[config.mk]
export PLATFORM = sky130hd
export DESIGN_NAME = dram_bank_timing_ctrl
export DESIGN_NICKNAME = d
export VERILOG_FILES = /design/src/rtl/dram_bank_timing_ctrl.sv
export SDC_FILE = /design/constraint.sdc
export NUM_CORES = 1
export LEC_CHECK = 0
export BUFFER_PORTS_ARGS = -buffer_cell sky130_fd_sc_hd__clkbuf_2
export CAP_MARGIN = 5
export CORE_MARGIN = 1.5
export CORE_UTILIZATION = 50
export DETAILED_ROUTE_END_ITERATION = 10
export HOLD_SLACK_MARGIN = 0.06
export PLACE_DENSITY = 0.67
export SETUP_SLACK_MARGIN = 0.3
export SYNTH_ARGS = -nofsm -noshare
export SYNTH_HDL_FRONTEND = slang
export SYNTH_SLANG_ARGS = --single-unit
[constraint.sdc]
create_clock -name CLK -period 4 [get_ports CLK]
set_input_delay 0.2 -clock CLK [delete_from_list [all_inputs] [get_ports CLK]]
set_output_delay 0.2 -clock CLK [all_outputs]
set_load 0.01 [all_outputs]
[src/rtl/dram_bank_timing_ctrl.sv]
// ============================================================================
// Module   : dram_bank_timing_ctrl
// Brief    : Per-bank ACT/RD/WR/PRE window timers, all-bank refresh window
//            timer and tREFI-driven refresh debt counter with postponement.
// Revision : 1.0 - initial multi-bank release
// ============================================================================
`default_nettype none

module dram_bank_timing_ctrl #(
   parameter int NUM_BANKS    = 4,
   parameter int T_RCD        = 14,
   parameter int T_RD         = 8,
   parameter int T_WR         = 16,
   parameter int T_RP         = 14,
   parameter int T_RFC        = 64,
   parameter int T_REFI       = 3900,
   parameter int MAX_POSTPONE = 8,
   parameter int CNT_W        = $clog2(
      ((T_RCD > T_RD ? T_RCD : T_RD) > (T_WR > T_RP ? T_WR : T_RP)) ?
      (((T_RCD > T_RD ? T_RCD : T_RD) > T_RFC) ? (T_RCD > T_RD ? T_RCD : T_RD) : T_RFC) :
      (((T_WR > T_RP ? T_WR : T_RP) > T_RFC) ? (T_WR > T_RP ? T_WR : T_RP) : T_RFC)) + 1
) (
   input  logic                                           CLK,
   input  logic                                           nRST,
   input  logic                                           cmd_valid,
   input  logic [2:0]                                     cmd_type,
   input  logic [((NUM_BANKS > 1) ? $clog2(NUM_BANKS) : 1)-1:0] cmd_bank,
   output logic [NUM_BANKS-1:0]                           tACT_done,
   output logic [NUM_BANKS-1:0]                           tRD_done,
   output logic [NUM_BANKS-1:0]                           tWR_done,
   output logic [NUM_BANKS-1:0]                           tPRE_done,
   output logic                                           tREF_done,
   output logic                                           rf_req,
   output logic                                           rf_urgent,
   output logic [$clog2(MAX_POSTPONE+1)-1:0]              ref_owed,
   output logic [NUM_BANKS-1:0]                           bank_busy,
   output logic                                           cmd_err
);

   localparam int BANK_W = (NUM_BANKS > 1) ? $clog2(NUM_BANKS) : 1;
   localparam int OWED_W = $clog2(MAX_POSTPONE+1);
   localparam int REFI_W = $clog2(T_REFI+1);

   localparam logic [2:0] c_CMD_ACT = 3'd0;
   localparam logic [2:0] c_CMD_RD  = 3'd1;
   localparam logic [2:0] c_CMD_WR  = 3'd2;
   localparam logic [2:0] c_CMD_PRE = 3'd3;
   localparam logic [2:0] c_CMD_REF = 3'd4;

   typedef enum logic [2:0] {OP_NONE, OP_ACT, OP_RD, OP_WR, OP_PRE} op_e;

   logic [CNT_W-1:0]  r_bankCnt [NUM_BANKS];
   op_e               r_lastOp  [NUM_BANKS];
   logic [CNT_W-1:0]  r_refCnt;
   logic              r_refLast;
   logic [REFI_W-1:0] r_refiCnt;
   logic [OWED_W-1:0] r_refOwed;
   logic              r_rfReq;
   logic              r_rfUrgent;
   logic              r_cmdErr;

   logic [NUM_BANKS-1:0] w_busy;
   logic              w_refActive, w_isRef, w_anyBusy, w_bankHit, w_targetBusy;
   logic              w_accept, w_refAcc, w_tick;
   logic [CNT_W-1:0]  w_loadVal;
   op_e               w_loadOp;
   logic [OWED_W-1:0] w_owedNext;

   generate
      for (genvar b = 0; b < NUM_BANKS; b++) begin : g_bank
         assign w_busy[b]    = (r_bankCnt[b] != '0);
         assign tACT_done[b] = (r_lastOp[b] == OP_ACT) && !w_busy[b] && !w_refActive;
         assign tRD_done[b]  = (r_lastOp[b] == OP_RD)  && !w_busy[b] && !w_refActive;
         assign tWR_done[b]  = (r_lastOp[b] == OP_WR)  && !w_busy[b] && !w_refActive;
         assign tPRE_done[b] = (r_lastOp[b] == OP_PRE) && !w_busy[b] && !w_refActive;
      end
   endgenerate

   assign w_refActive = (r_refCnt != '0);
   assign w_isRef     = (cmd_type == c_CMD_REF);
   assign w_anyBusy   = |w_busy;
   assign w_tick      = (r_refiCnt == '0);

   // Bank indices beyond NUM_BANKS (non-power-of-two configs) never match and are rejected.
   always_comb begin
      w_bankHit    = 1'b0;
      w_targetBusy = 1'b0;
      for (int b = 0; b < NUM_BANKS; b++) begin
         if (cmd_bank == BANK_W'(b)) begin
            w_bankHit    = 1'b1;
            w_targetBusy = w_busy[b];
         end
      end
   end

   assign w_accept = cmd_valid && (cmd_type <= c_CMD_REF) && !w_refActive &&
                     (w_isRef ? !w_anyBusy : (w_bankHit && !w_targetBusy));
   assign w_refAcc = w_accept && w_isRef;

   // Counters load the full window length so done rises exactly T_X edges after issue.
   always_comb begin
      w_loadVal = CNT_W'(T_RCD);
      w_loadOp  = OP_ACT;
      case (cmd_type)
         c_CMD_RD:  begin w_loadVal = CNT_W'(T_RD); w_loadOp = OP_RD;  end
         c_CMD_WR:  begin w_loadVal = CNT_W'(T_WR); w_loadOp = OP_WR;  end
         c_CMD_PRE: begin w_loadVal = CNT_W'(T_RP); w_loadOp = OP_PRE; end
         default:   ;
      endcase
   end

   always_comb begin
      w_owedNext = r_refOwed;
      if (w_tick && !w_refAcc && (r_refOwed != OWED_W'(MAX_POSTPONE)))
         w_owedNext = r_refOwed + OWED_W'(1);
      else if (w_refAcc && !w_tick && (r_refOwed != '0))
         w_owedNext = r_refOwed - OWED_W'(1);
   end

   always_ff @(posedge CLK or negedge nRST) begin
      if (!nRST) begin
         for (int b = 0; b < NUM_BANKS; b++) begin
            r_bankCnt[b] <= '0;
            r_lastOp[b]  <= OP_NONE;
         end
         r_refCnt   <= '0;
         r_refLast  <= 1'b0;
         r_refiCnt  <= REFI_W'(T_REFI-1);
         r_refOwed  <= '0;
         r_rfReq    <= 1'b0;
         r_rfUrgent <= 1'b0;
         r_cmdErr   <= 1'b0;
      end else begin
         for (int b = 0; b < NUM_BANKS; b++) begin
            if (w_accept && !w_isRef && (cmd_bank == BANK_W'(b))) begin
               r_bankCnt[b] <= w_loadVal;
               r_lastOp[b]  <= w_loadOp;
            end else begin
               if (w_busy[b])
                  r_bankCnt[b] <= r_bankCnt[b] - CNT_W'(1);
               if (w_refAcc)
                  r_lastOp[b] <= OP_NONE;
            end
         end

         if (w_refAcc) begin
            r_refCnt  <= CNT_W'(T_RFC);
            r_refLast <= 1'b1;
         end else begin
            if (w_refActive)
               r_refCnt <= r_refCnt - CNT_W'(1);
            if (w_accept)
               r_refLast <= 1'b0;
         end

         r_refiCnt  <= w_tick ? REFI_W'(T_REFI-1) : r_refiCnt - REFI_W'(1);
         r_refOwed  <= w_owedNext;
         r_rfReq    <= (w_owedNext != '0);
         r_rfUrgent <= (w_owedNext == OWED_W'(MAX_POSTPONE));
         r_cmdErr   <= cmd_valid && !w_accept;
      end
   end

   assign tREF_done = r_refLast && !w_refActive;
   assign rf_req    = r_rfReq;
   assign rf_urgent = r_rfUrgent;
   assign ref_owed  = r_refOwed;
   assign bank_busy = w_busy;
   assign cmd_err   = r_cmdErr;

endmodule

`default_nettype wire

==> results of run 1 <==
[synth_stat cells, types with 2 or more instances]
| library cell | n | area (um^2) |
|---|---|---|
| sky130_fd_sc_hd__nand2_1 | 41 | 153.9 |
| sky130_fd_sc_hd__nor3b_1 | 12 | 90.09 |
| sky130_fd_sc_hd__dfstp_2 | 9 | 236.5 |
| sky130_fd_sc_hd__nor4b_1 | 4 | 35.03 |
| sky130_fd_sc_hd__xnor2_1 | 14 | 122.6 |
| sky130_fd_sc_hd__nor2b_1 | 5 | 31.28 |
| sky130_fd_sc_hd__o22ai_1 | 6 | 37.54 |
| sky130_fd_sc_hd__nand3b_1 | 2 | 15.01 |
| sky130_fd_sc_hd__or3_2 | 2 | 15.01 |
| sky130_fd_sc_hd__nor2_1 | 30 | 112.6 |
| sky130_fd_sc_hd__nor3_1 | 19 | 95.09 |
| sky130_fd_sc_hd__and2_1 | 2 | 12.51 |
| sky130_fd_sc_hd__nand3_1 | 9 | 45.04 |
| sky130_fd_sc_hd__o21ai_0 | 18 | 90.09 |
| sky130_fd_sc_hd__or3_1 | 8 | 50.05 |
| sky130_fd_sc_hd__and2_0 | 2 | 12.51 |
| sky130_fd_sc_hd__mux2i_1 | 15 | 150.1 |
| sky130_fd_sc_hd__a211oi_1 | 2 | 15.01 |
| sky130_fd_sc_hd__dfrtp_1 | 58 | 1451 |
| sky130_fd_sc_hd__ha_1 | 13 | 162.7 |
| sky130_fd_sc_hd__or3b_2 | 3 | 26.28 |
| sky130_fd_sc_hd__nor4_1 | 8 | 50.05 |
| sky130_fd_sc_hd__nand4_1 | 5 | 31.28 |
| sky130_fd_sc_hd__nand2b_1 | 5 | 31.28 |
| sky130_fd_sc_hd__or2_2 | 3 | 18.77 |
| sky130_fd_sc_hd__a221oi_1 | 3 | 26.28 |
| sky130_fd_sc_hd__a21o_1 | 9 | 67.56 |
| sky130_fd_sc_hd__inv_1 | 23 | 86.33 |
| sky130_fd_sc_hd__or4_1 | 6 | 45.04 |
| sky130_fd_sc_hd__xor2_1 | 15 | 131.4 |
| sky130_fd_sc_hd__clkbuf_1 | 5 | 18.77 |
| sky130_fd_sc_hd__and3_1 | 4 | 25.02 |
| sky130_fd_sc_hd__a21oi_1 | 16 | 80.08 |
| sky130_fd_sc_hd__or4b_1 | 2 | 20.02 |
| sky130_fd_sc_hd__mux2_2 | 3 | 33.78 |
[layer usage]
metal / up-vias / routed length [um] / global-route usage, %
met5: - / 0 / 0
met4: 0 / 191 / 9.788
met3: 15 / 268 / 3.892
met2: 53 / 3811 / 35.54
met1: 1480 / 3906 / 29.06
li1: 1502 / - / -
[power by group through the flow]
| stage | Clock [mW] | Combinational [mW] | Sequential [mW] |
|---|---|---|---|
| after floorplan | 0 | 0.0133 | 0.691 |
| after global placement | 0 | 0.0402 | 0.691 |
| after detailed placement | 0 | 0.0400 | 0.691 |
| after CTS | 0.601 | 0.0407 | 0.678 |
| after global routing | 0.626 | 0.0462 | 0.678 |
| final | 0.589 | 0.0396 | 0.678 |
[final cells by class]
class	count	area (um^2)	share of cell area (%)
clock buffer	14	172.7	4.022
sequential	67	1688	39.32
clock inverter	2	35.03	0.8161
tap	99	123.9	2.885
multi-input combinational	300	1979	46.11
inverter	23	86.33	2.011
timing repair buffer	39	207.7	4.838
[kinds of logic after synthesis]
| family | count (synthesis) |
|---|---|
| AO/OA/AOI/OAI | 62 |
| XOR/XNOR | 29 |
| adder cells (fa/ha/maj) | 13 |
| buffers and inverters | 30 |
| flip-flops | 67 |
| multiplexers | 18 |
| AND/OR/NAND/NOR | 178 |
[metrics by stage]
step | cells | area (um^2) | worst slack (ps) | util [%]
floorplan | 397 | 3789 | 1098 | -
global placement | 527 | 4075 | 942.2 | 55.89
detailed placement | 527 | 4075 | 813.5 | 55.89
CTS | 544 | 4293 | 802.5 | 58.87
global route | 544 | 4293 | 462.0 | 58.87
finish | 544 | 4293 | 781.9 | 58.87
[worst max path at each step]
stage,startpoint,slack [ps],cells past startpoint,end
2_1_floorplan,r_refiCnt[0],1100,10,rf_req
4_1_cts,r_refCnt[0],800,8,rf_req
3_5_place_dp,r_refCnt[0],810,8,rf_req
6_report,r_refCnt[0],780,8,rf_req
5_1_grt,r_refCnt[0],460,8,rf_req
3_3_place_gp,r_refCnt[0],940,8,rf_req
[flip-flops by register name (all words and copies together) (netlist names)]
| name | flops |
|---|---|
| ref_owed | 4 |
| cmd_err | 1 |
| r_lastOp | 12 |
| r_refLast | 1 |
| r_refiCnt | 12 |
| rf_req | 1 |
| rf_urgent | 1 |
| r_bankCnt | 28 |
| r_refCnt | 7 |
==> results.md, run 1 <==
- Sequential cells were found to cover 44.55% of the synthesized design area.
- The number of max-cap violations is 0.
- The via count of the first global-routing pass is 3005.
- The compound-gate portion of the synthesized area is 10.40%.
- The number of hold buffers added after cts is 1.
- Clock-pin slew was measured on the worst setup and hold paths at 70 ps.
- The final number of max-transition violations is 0.
- The transition at the pin with the smallest max-transition slack is 965.7 ps.
- The switching portion of total power is 21.42%.
- The proportion of synthesized flip-flops having asynchronous set or reset is 100.0%.
- The die area is 0.008108 mm^2.
- The area added between synthesis and finish is 13.31%.
- The half-perimeter wire length after placement is 6154 um.
- The DRC marker count from the first detailed-route iteration is 109.
- STA puts the critical path data required time at 4210 ps.
- The commonest non-fill, non-tap cell in the layout is sky130_fd_sc_hd__dfrtp_1.
- The post-route netlist has 17.30% of its cells at a drive strength greater than 1.
- The worst-case IR drop observed on VDD is 227.4 uV.
- The adder and majority gate portion of the synthesized area is 4.293%.
- In the synthesized netlist the dominant register cell turns out to be sky130_fd_sc_hd__dfrtp_1.
- The number of enable flip-flop cells after synthesis is 0.
- Counting instances, the worst hold path has a depth of 2.
- The fill cell instance count of the final layout is 666.
- The tightest slew margin relative to the limit is 35.62%.
- The horizontal die dimension is 90.05 um.
- The tree built by TritonCTS fans out to 67 sinks.
- For this run, the slowest stage of the critical path takes 660 ps.
- The later pin in the worst-skew pair is clocked with a latency of 340 ps.
- The maximum buffer depth of the clock tree is 2.
- The first-pass detailed-route iteration total is 4.
- Setup repair after global routing left no endpoint under its margin.
- Entering global routing, the biggest net connects 45 pins.
- The worst setup path is captured at a flip-flop.
- The deepest level of the CTS H-tree is 3.
- The clock network burns 45.1% of the power.
- In this run the critical register-to-register path is captured at rf_req.
- The startpoint-to-endpoint class of the critical path is reg -> reg.
- Setup violations remaining at the end of the flow were counted as 0.
- The largest fanout of any net on the critical path is 6.
- The routed layout has 3050 vias.
- Dividing the detail-routed wire length by the instance count gives 15.03 um.
- The number of antenna violations at the first check in global routing is 0.
- In this run, post-CTS repair resized a total of 0 instances.
- The distinct cell type count after synthesis is 51.
- The buffer count from post-CTS setup fixing is 0.
- The XOR/XNOR share of the synthesized area is 6.704%.
- Dividing total power by cell area gives a power density of 304.4 mW/mm^2.
- The summed instance area of the synthesized netlist is 0.003789 mm^2.
- The remaining number of nets flagged by the antenna check after routing is 0.
- The dominant combinational cell family by area after synthesis is simple AND/OR/NAND/NOR gates.
- The first global-routing pass estimated 14370 um of wire.
- The static leakage is 2.065 nW.
- In this run the tool buffered the top-level ports with 35 buffer cells.
- The kind of launch point of the worst setup path is a flip-flop.
- The internal power of the cells totals 1.027 mW.
- The synthesized area divided by synthesized cell count is 9.543 um^2.
- The final layout contains routed wiring with a total length of 8178 um.
- The final weighted congestion of routability-driven global placement is 0.8225.
- Synthesis produced a netlist with a net count of 418.
- The final critical path takes up 80.45% of the cycle.
- The floorplan has 31 rows.
- The Yosys step of the flow raised 0 warnings.
- In the layout the commonest cells are 58 x sky130_fd_sc_hd__dfrtp_1, 41 x sky130_fd_sc_hd__nand2_1, 34 x sky130_fd_sc_hd__clkbuf_2, 30 x sky130_fd_sc_hd__nor2_1, 23 x sky130_fd_sc_hd__inv_1.
- Timing would allow up to 0.3107 GHz.
- The master cell of the clock root buffer is sky130_fd_sc_hd__clkbuf_8.
- The total global routing overflow is 0.
- The reg-to-reg startpoint is r_refCnt[0].
- At the end of the flow, the number of nets in the layout was 461.
- The run finished with clean final reports.
- The path category of the worst min-delay check is in -> reg.
- The total global-route track usage is 22.05%.
- Among cell families on the critical path, the largest total delay comes from simple AND/OR/NAND/NOR gates.
- After layout, the minimum clock period comes to 3218 ps.
- The post-synthesis cell count is 397.
- The critical path goes through inv_1 -> ha_1 -> nor3b_1 -> nand4_1 -> nor4_1 -> o21ai_0 -> a32o_2 -> or4b_1.
- For this design, the slowest cell found on the critical path is sky130_fd_sc_hd__nor4_1.
- The analysis attributes to net switching a power of 0.2800 mW.
- Pin placement for this block handled 36 I/O pins.
- The effective utilization at floorplan is 51.96%.
- The number of endpoints with negative hold slack in the final report is 0.
- For this run, design rule violations remaining after detail routing come to 0.
- The CTS tree is yes.
- Dividing the detail-routed via count by the number of cells gives 5.607.
- The worst register-to-register path has a depth of 8.
- The worst min-delay path startpoint is cmd_valid.
- The number of buffers added by the clock tree synthesis step is 9.
- Of the post-synthesis cell area, the part taken by muxes is 4.855%.
- Registers are responsible for 51.9% of the overall power.
- Total power for the finished layout comes to 1.307 mW.
- The floorplan die height is 90.05 um.
- The post-route worst hold slack is 167.5 ps.
- The count of inserted antenna diode cells is 0.
- The final worst clock skew is 8.417 ps.
- The setup TNS is 0 ps.
- The standard cell core area is 0.007292 mm^2.
- In this run the register-to-register setup slack is 780 ps.
- The worst hold path terminates at cmd_err.
- The synthesized netlist devotes 25.99% of its cell area to simple gates.
- The total of flip-flops plus latches after synthesis is 67.
- The buffers plus inverters on the worst setup path is 1.
- Of the total power, combinational logic draws 3.0%.
- The arrival time reported for the critical path endpoint is 3430 ps.
(Power assumes the default switching activity.)
==> run 2, diff against run 1 <==
- clock period: 4 -> 3 ns (I/O delays scaled with it)
==> run 2 against run 1 <==
- critical path depth down 2
- count of clock-buffer cells in the layout down 1
- worst hold slack worse by 49 ps
- setup slack worse by 520 ps
- routed wire length up 4.3%
- critical endpoint unchanged
- largest cell class unchanged
- largest power group unchanged
==> results.md, run 2 (synthesis gave the netlist of run 1 again) <==
- The flow ran to the end, and the final reports show no timing, DRC or antenna violations.
- The number of antenna violations at the first check in global routing is 0 (unchanged).
- The total power after layout came to 1.656 mW (+27%).
- The count of buffers from port buffering is 35 (unchanged).
- The flip-flop count of the largest register, all copies and words added is 28 (unchanged).
- The setup TNS is 0 ps (unchanged).
- The met3 track utilization from global routing was 3.046% (-0.85 points).
- The half-perimeter wire length after placement is 6105 um (-0.80%).
- The register bank with the most flops is r_bankCnt.
- The post-route worst hold slack came to 118.1 ps (-49.42 ps).
- The detailed-route vias per instance came to 5.552 (-0.97%).
- The smallest setup slack after layout is 259.3 ps (-522.6 ps).
- The count of inserted antenna diode cells is 0 (unchanged).
- The cell family contributing the most delay on the critical path is simple AND/OR/NAND/NOR gates.
- The global routing's busiest layer is met2.
- The standard cell core area was 0.007292 mm^2 (unchanged).
- The routed wirelength normalized by instance count is 14.91 um (-0.85%).
- The via count of the first global-routing pass is 3162 (+5.2%).
- The sum of routed wire length over all layers came to 8526 um (+4.3%).
- The highest cell delay on the worst timing path was 600 ps (-60 ps).
- The met1 track demand over resource in global routing is 28.27% (-0.78 points).
- The worst hold path cell count is 2 (unchanged).
- The number of buffers added by the clock tree synthesis step is 9 (unchanged).
- The kind of capture point of the worst setup path is a flip-flop.
- The sink count of the clock tree is 67 (unchanged).
- The worst min-delay path startpoint is cmd_valid.
- The minimum period implied by the final worst setup slack is 2741 ps (-477.4 ps).
- The first-pass detailed-route iteration total is 4 (unchanged).
- The library cell used most frequently in the layout, excluding fill and tap cells, is sky130_fd_sc_hd__dfrtp_1.
- Setup repair after global routing could not meet its margin everywhere.
- The largest vdd supply drop is 229.1 uV (+0.78%).
- The largest fanout of any net on the critical path is 7 (+1).
- The number of cell rows was 31 (unchanged).
- The residual DRC count is 0 (unchanged).
- The total number of vias is 3176 (+4.1%).
- The worst setup path is of the reg -> reg kind.
- The maximum achievable frequency is 0.3649 GHz (+17%).
- The worst-skew pair later-pin latency is 350 ps (about the same).
- The tightest slew margin relative to the limit was 59.39% (+24 points).
- The post-place instance area is 0.004205 mm^2 (+3.2%).
- The number of endpoints with negative hold slack in the final report is 0 (unchanged).
- The die area is 0.008108 mm^2 (unchanged).
- The logic depth of the worst register-to-register path came to 6 (-2).
- The deepest level of the CTS H-tree came to 3 (unchanged).
- The transition at the pin with the smallest max-transition slack is 607.9 ps (-357.9 ps).
- The cell area power density is 359.4 mW/mm^2 (+18%).
- The final worst clock skew is 6.722 ps (-1.696 ps).
- The post-layout instance area is 0.004607 mm^2 (+7.3%).
- The DRC marker count from the first detailed-route iteration is 118 (+8.3%).
- The effective utilization at floorplan is 51.96% (unchanged).
- The largest registers in the layout are r_bankCnt x28, r_lastOp x12, r_refiCnt x12.
- The number of cells on the critical path is 6 (-2).
- The min-delay analysis places its worst path in the category in -> reg.
- The arrival time reported for the critical path endpoint is 2960 ps (-470 ps).
- The clock transition time at the flip-flop clock pins of the worst setup and hold paths is 70 ps (about the same).
- The required arrival time at the worst endpoint is 3220 ps (-990 ps).
- Walking the worst path, the cells encountered are or4_4 -> or4_4 -> a31oi_4 -> a2bb2oi_1 -> a32o_2 -> or4b_1.
- The period utilization came to 91.36% (+11 points).
- The final number of max-transition violations was 0 (unchanged).
- The maximum buffer depth of the clock tree is 2 (unchanged).
- The final setup violation count came to 0 (unchanged).
- The number of max-cap violations is 0 (unchanged).
- The total global-route track usage was 22.13% (+0.087 points).
- The master cell of the clock root buffer is sky130_fd_sc_hd__clkbuf_8.
- The total global routing overflow came to 0 (unchanged).
- The proportion of layout cells with a drive suffix above 1 is 26.85% (+9.5 points).
- The kind of launch point of the worst setup path is a flip-flop.
- The static leakage is 2.237 nW (+8.3%).
- Leaving out fill and tap cells, the most frequent cells in the layout are 58 x sky130_fd_sc_hd__dfrtp_1, 41 x sky130_fd_sc_hd__nand2_1, 34 x sky130_fd_sc_hd__clkbuf_2, 32 x sky130_fd_sc_hd__buf_4, 30 x sky130_fd_sc_hd__nor2_1.
- The reg-to-reg startpoint is r_refiCnt[7].
- The floorplan die height is 90.05 um (unchanged).
- TritonCTS built the clock tree.
- The most used cell along the critical path is sky130_fd_sc_hd__or4_4.
- The met2 usage in global routing is 37.18% (+1.6 points).
- The area added between synthesis and finish is 21.60%.
- The largest net degree at the start of global routing is 39 (-13%).
- The post-placement worst setup slack came to 55.27 ps (-758.3 ps).
- The final layout net count is 490 (+6.3%).
- The first-pass GRT wire length is 14460 um (+0.63%).
- The remaining number of nets flagged by the antenna check after routing came to 0 (unchanged).
- The launch point of the worst path is r_refiCnt[7].
- The final weighted congestion of routability-driven global placement is 0.8575 (+4.3%).
- The largest individual stage delay along the critical path comes from the cell sky130_fd_sc_hd__or4_4.
- The post-route non-filler standard cell count came to 572 (+5.1%).
- The fraction of the core area covered by cells at the end of the flow is 63.18% (+4.3 points).
- The horizontal die dimension is 90.05 um (unchanged).
- The instance count after placement with tap cells included came to 544 (+3.2%).
- The count of pins on the block boundary is 36 (unchanged).
- The fill cell instance count of the final layout is 657 (-1.4%).
- The buffers plus inverters on the worst setup path is 0 (-1).
run 2: area by class of cell:
type,instances,area [um^2],share of cell area [%]
repair buffers,68,425.4,9.234
clock buffers,13,168.9,3.666
flip-flops and latches,67,1688,36.64
clock inverters,2,10.01,0.2173
well taps,99,123.9,2.689
multi-input cells,300,2105,45.68
inverters,23,86.33,1.874
run 2: worst paths after layout:
path | end | slack, ps
max | rf_req | 260
min | cmd_err | 120
max reg2reg | rf_req | 260
min reg2reg | r_refiCnt[0] | 460
max in group asynchronous | r_refiCnt[3] | 2240
min in group asynchronous | r_bankCnt[6] | 360
run 2: metal layers:
layer  wire, um  part of all wire (%)
met5          0                     0
met4        187                   2.2
met1       3856                    45
met3        255                   3.0
met2       4226                    50
run 2: timing repair:
action	4_1_cts	5_1_grt
resized for setup	9	16
buffers inserted	10	2
hold endpoints to repair	58	0
hold buffers	1	0
setup endpoints to repair	2	14
pin swaps	8	3
gates cloned	0	0
run 2: report_power, final:
group | switching (mW) | total [mW] | leakage (nW) | internal, mW
Clock | 0.332 | 0.693 | 0.0953 | 0.361
Combinational | 0.0431 | 0.0582 | 1.28 | 0.0150
Sequential | 0.000232 | 0.905 | 0.856 | 0.904
Total | 0.375 | 1.66 | 2.24 | 1.28
run 2: worst reg2reg max path, delay by kind of cell (launching register included):
kind | cells | cell delay (ps)
flops | 1 | 410
compound gates | 3 | 590
simple gates | 3 | 1630
==> run 3, diff against run 2 <==
- clock period: 3 -> 3.1 ns (I/O delays scaled with it)
==> run 3 against run 2 <==
- clock skew is 2.6 ps higher
- first-iteration DRC count is 40% higher
- core utilization is 1.5 points lower
- non-clock buffer count is 9 lower
- setup slack better by 71 ps
- design area is 2.4% lower
- combinational power is 7.7% lower
- critical path type unchanged
- critical endpoint unchanged
==> results.md, run 3 (synthesis gave the netlist of run 1 again) <==
- The register bank with the most flops is r_bankCnt.
- The setup TNS was 0 ps (unchanged).
- The sink count of the clock tree was 67 (unchanged).
- The net switching power is 0.3689 mW (-1.7%).
- The startpoint-to-endpoint class of the critical path is reg -> reg.
- The number of antenna violations at the first check in global routing is 0 (unchanged).
- The library cell used most frequently in the layout, excluding fill and tap cells, is sky130_fd_sc_hd__dfrtp_1.
- The required arrival time at the worst endpoint is 3310 ps (+90 ps).
- Tracing the worst setup path back leads to its startpoint at r_refiCnt[1].
- The largest fanout of any net on the critical path is 5 (-2).
- The static leakage is 2.173 nW (-2.8%).
- The detailed-route vias per instance was 5.495 (-1.0%).
- The first-pass GRT wire length came to 13970 um (-3.4%).
- The master cell of the clock root buffer is sky130_fd_sc_hd__clkbuf_8.
- The post-place instance area came to 0.004168 mm^2 (-0.89%).
- The maximum buffer depth of the clock tree is 2 (unchanged).
- The largest vdd supply drop was 232.8 uV (+1.6%).
- The final worst clock skew is 9.352 ps (+2.630 ps).
- The total global-route track usage was 21.17% (-0.96 points).
- The flip-flop count of the largest register, all copies and words added is 28 (unchanged).
- The fraction of the core area covered by cells at the end of the flow came to 61.69% (-1.5 points).
- The final setup violation count is 0 (unchanged).
- The top cell types in the final layout, fill and taps aside, are 58 x sky130_fd_sc_hd__dfrtp_1, 41 x sky130_fd_sc_hd__nand2_1, 34 x sky130_fd_sc_hd__clkbuf_2, 29 x sky130_fd_sc_hd__nor2_1.
- The largest registers in the layout are r_bankCnt x28, r_lastOp x12, r_refiCnt x12.
- The combinational power share was 3.3% (-0.2 points).
- The CTS tree is yes.
- The cell area power density was 358.8 mW/mm^2 (-0.15%).
- The post-route worst hold slack came to 127.6 ps (+9.534 ps).
- The worst-skew pair later-pin latency was 340 ps (about the same).
- The DRC marker count from the first detailed-route iteration is 165 (+40%).
- The worst setup path is launched from a flip-flop.
- The half-perimeter wire length after placement is 5940 um (-2.7%).
- The count of inserted antenna diode cells is 0 (unchanged).
- The arrival time reported for the critical path endpoint is 2980 ps (+20 ps).
- The number of max-cap violations is 0 (unchanged).
- The area added between synthesis and finish is 18.73%.
- The post-layout instance area was 0.004498 mm^2 (-2.4%).
- The via count of the first global-routing pass is 3048 (-3.6%).
- The proportion of layout cells with a drive suffix above 1 is 23.87% (-3.0 points).
- The deepest level of the CTS H-tree is 3 (unchanged).
- The final weighted congestion of routability-driven global placement is 0.8228 (-4.0%).
- The number of endpoints with negative hold slack in the final report came to 0 (unchanged).
- The minimum period implied by the final worst setup slack is 2770 ps (+29.37 ps).
- The clock network power share came to 42.4% (+0.6 points).
- The power share of the sequential group is 54.2% (-0.4 points).
- In this run the critical register-to-register path is launched from r_refiCnt[1].
- The remaining number of nets flagged by the antenna check after routing was 0 (unchanged).
- The total power after layout is 1.614 mW (-2.5%).
- The routed wirelength normalized by instance count is 14.62 um (-1.9%).
- The instance count after placement with tap cells included came to 539 (-0.92%).
- The fill cell instance count of the final layout came to 666 (+1.4%).
- The largest net degree at the start of global routing is 39 (unchanged).
- In this run the worst hold path is classified as in -> reg.
- The maximum achievable frequency was 0.3610 GHz (-1.1%).
- The switching portion of total power is 22.85% (+0.19 points).
- The final number of max-transition violations is 0 (unchanged).
- STA classifies the critical path endpoint as a flip-flop.
- The tightest slew margin relative to the limit is 55.43% (-4.0 points).
- The worst hold path begins at cmd_valid.
- The horizontal die dimension is 90.05 um (unchanged).
- The smallest setup slack after layout is 329.9 ps (+70.63 ps).
- The effective utilization at floorplan was 51.96% (unchanged).
- Setup repair after global routing could not meet its margin everywhere.
- The sum of routed wire length over all layers is 8243 um (-3.3%).
- The floorplan die height is 90.05 um (unchanged).
- The internal portion of total power was 1.245 mW (-2.8%).
- The run finished with clean final reports.
- The clock transition time at the flip-flop clock pins of the worst setup and hold paths was 70 ps (about the same).
- The final layout net count was 481 (-1.8%).
- The number of cell rows was 31 (unchanged).
- The transition at the pin with the smallest max-transition slack was 668.6 ps (+60.69 ps).
- The number of buffers added by the clock tree synthesis step was 9 (unchanged).
- The total global routing overflow was 0 (unchanged).
- The total number of vias came to 3099 (-2.4%).
- The die area is 0.008108 mm^2 (unchanged).
- The count of buffers from port buffering came to 35 (unchanged).
- The standard cell core area is 0.007292 mm^2 (unchanged).
- The period utilization came to 89.36% (-2.0 points).
- The post-placement worst setup slack is 154.9 ps (+99.62 ps).
- The count of pins on the block boundary is 36 (unchanged).
- The first-pass detailed-route iteration total is 4 (unchanged).
- The residual DRC count came to 0 (unchanged).
- The post-route non-filler standard cell count came to 564 (-1.4%).
run 3: per-layer routing:
layer,share of wire (%),track usage (%),wire (um),up-vias
met4,1.6,6.614,134,0
met5,0,0,0,-
met2,49,36.05,4008,63
met1,46,26.42,3819,1473
li1,-,-,-,1548
met3,3.4,5.161,280,15
run 3: worst paths after layout:
check                                    end  cells after the start  slack [ps]
worst min-delay path                 cmd_err                      2         130
worst max-delay path                  rf_req                     10         330
worst max register to register        rf_req                     10         330
max in group asynchronous       r_refiCnt[5]                      3        1770
min in group asynchronous       r_bankCnt[2]                      2         380
worst min register to register  r_refiCnt[0]                      1         450
run 3: power groups by stage:
stage / Clock (mW) / Sequential (mW) / Combinational (mW)
floorplan: 0 / 0.892 / 0.0172
global placement: 0 / 0.891 / 0.0527
detailed placement: 0 / 0.892 / 0.0531
CTS: 0.707 / 0.875 / 0.0540
global route: 0.747 / 0.875 / 0.0607
finish: 0.685 / 0.875 / 0.0537
run 3: repair_timing:
item	CTS	global route
hold buffers	1	0
gates resized for setup	7	8
pin swaps	2	6
endpoints found under the setup margin	1	22
hold endpoints to repair	24	0
setup buffers	4	4
run 3: layout make-up:
cell class	instances	area [um^2]	area share (%)
clock buffers	13	168.9	3.755
clock inverters	3	21.27	0.4729
inverters	23	86.33	1.919
multi-input cells	300	2052	45.62
flip-flops and latches	67	1688	37.52
well taps	99	123.9	2.754
repair buffers	59	357.8	7.955
run 3: critical path, cell delays in order (launching register included):
cell and delay [ps]:
sky130_fd_sc_hd__dfstp_2 360, sky130_fd_sc_hd__inv_1 50, sky130_fd_sc_hd__ha_2 180, sky130_fd_sc_hd__or4b_4 460
sky130_fd_sc_hd__buf_4 170, sky130_fd_sc_hd__nor4_4 240, sky130_fd_sc_hd__buf_4 170, sky130_fd_sc_hd__nor4_4 50
sky130_fd_sc_hd__a221oi_1 280, sky130_fd_sc_hd__o22ai_1 150, sky130_fd_sc_hd__or4b_1 530
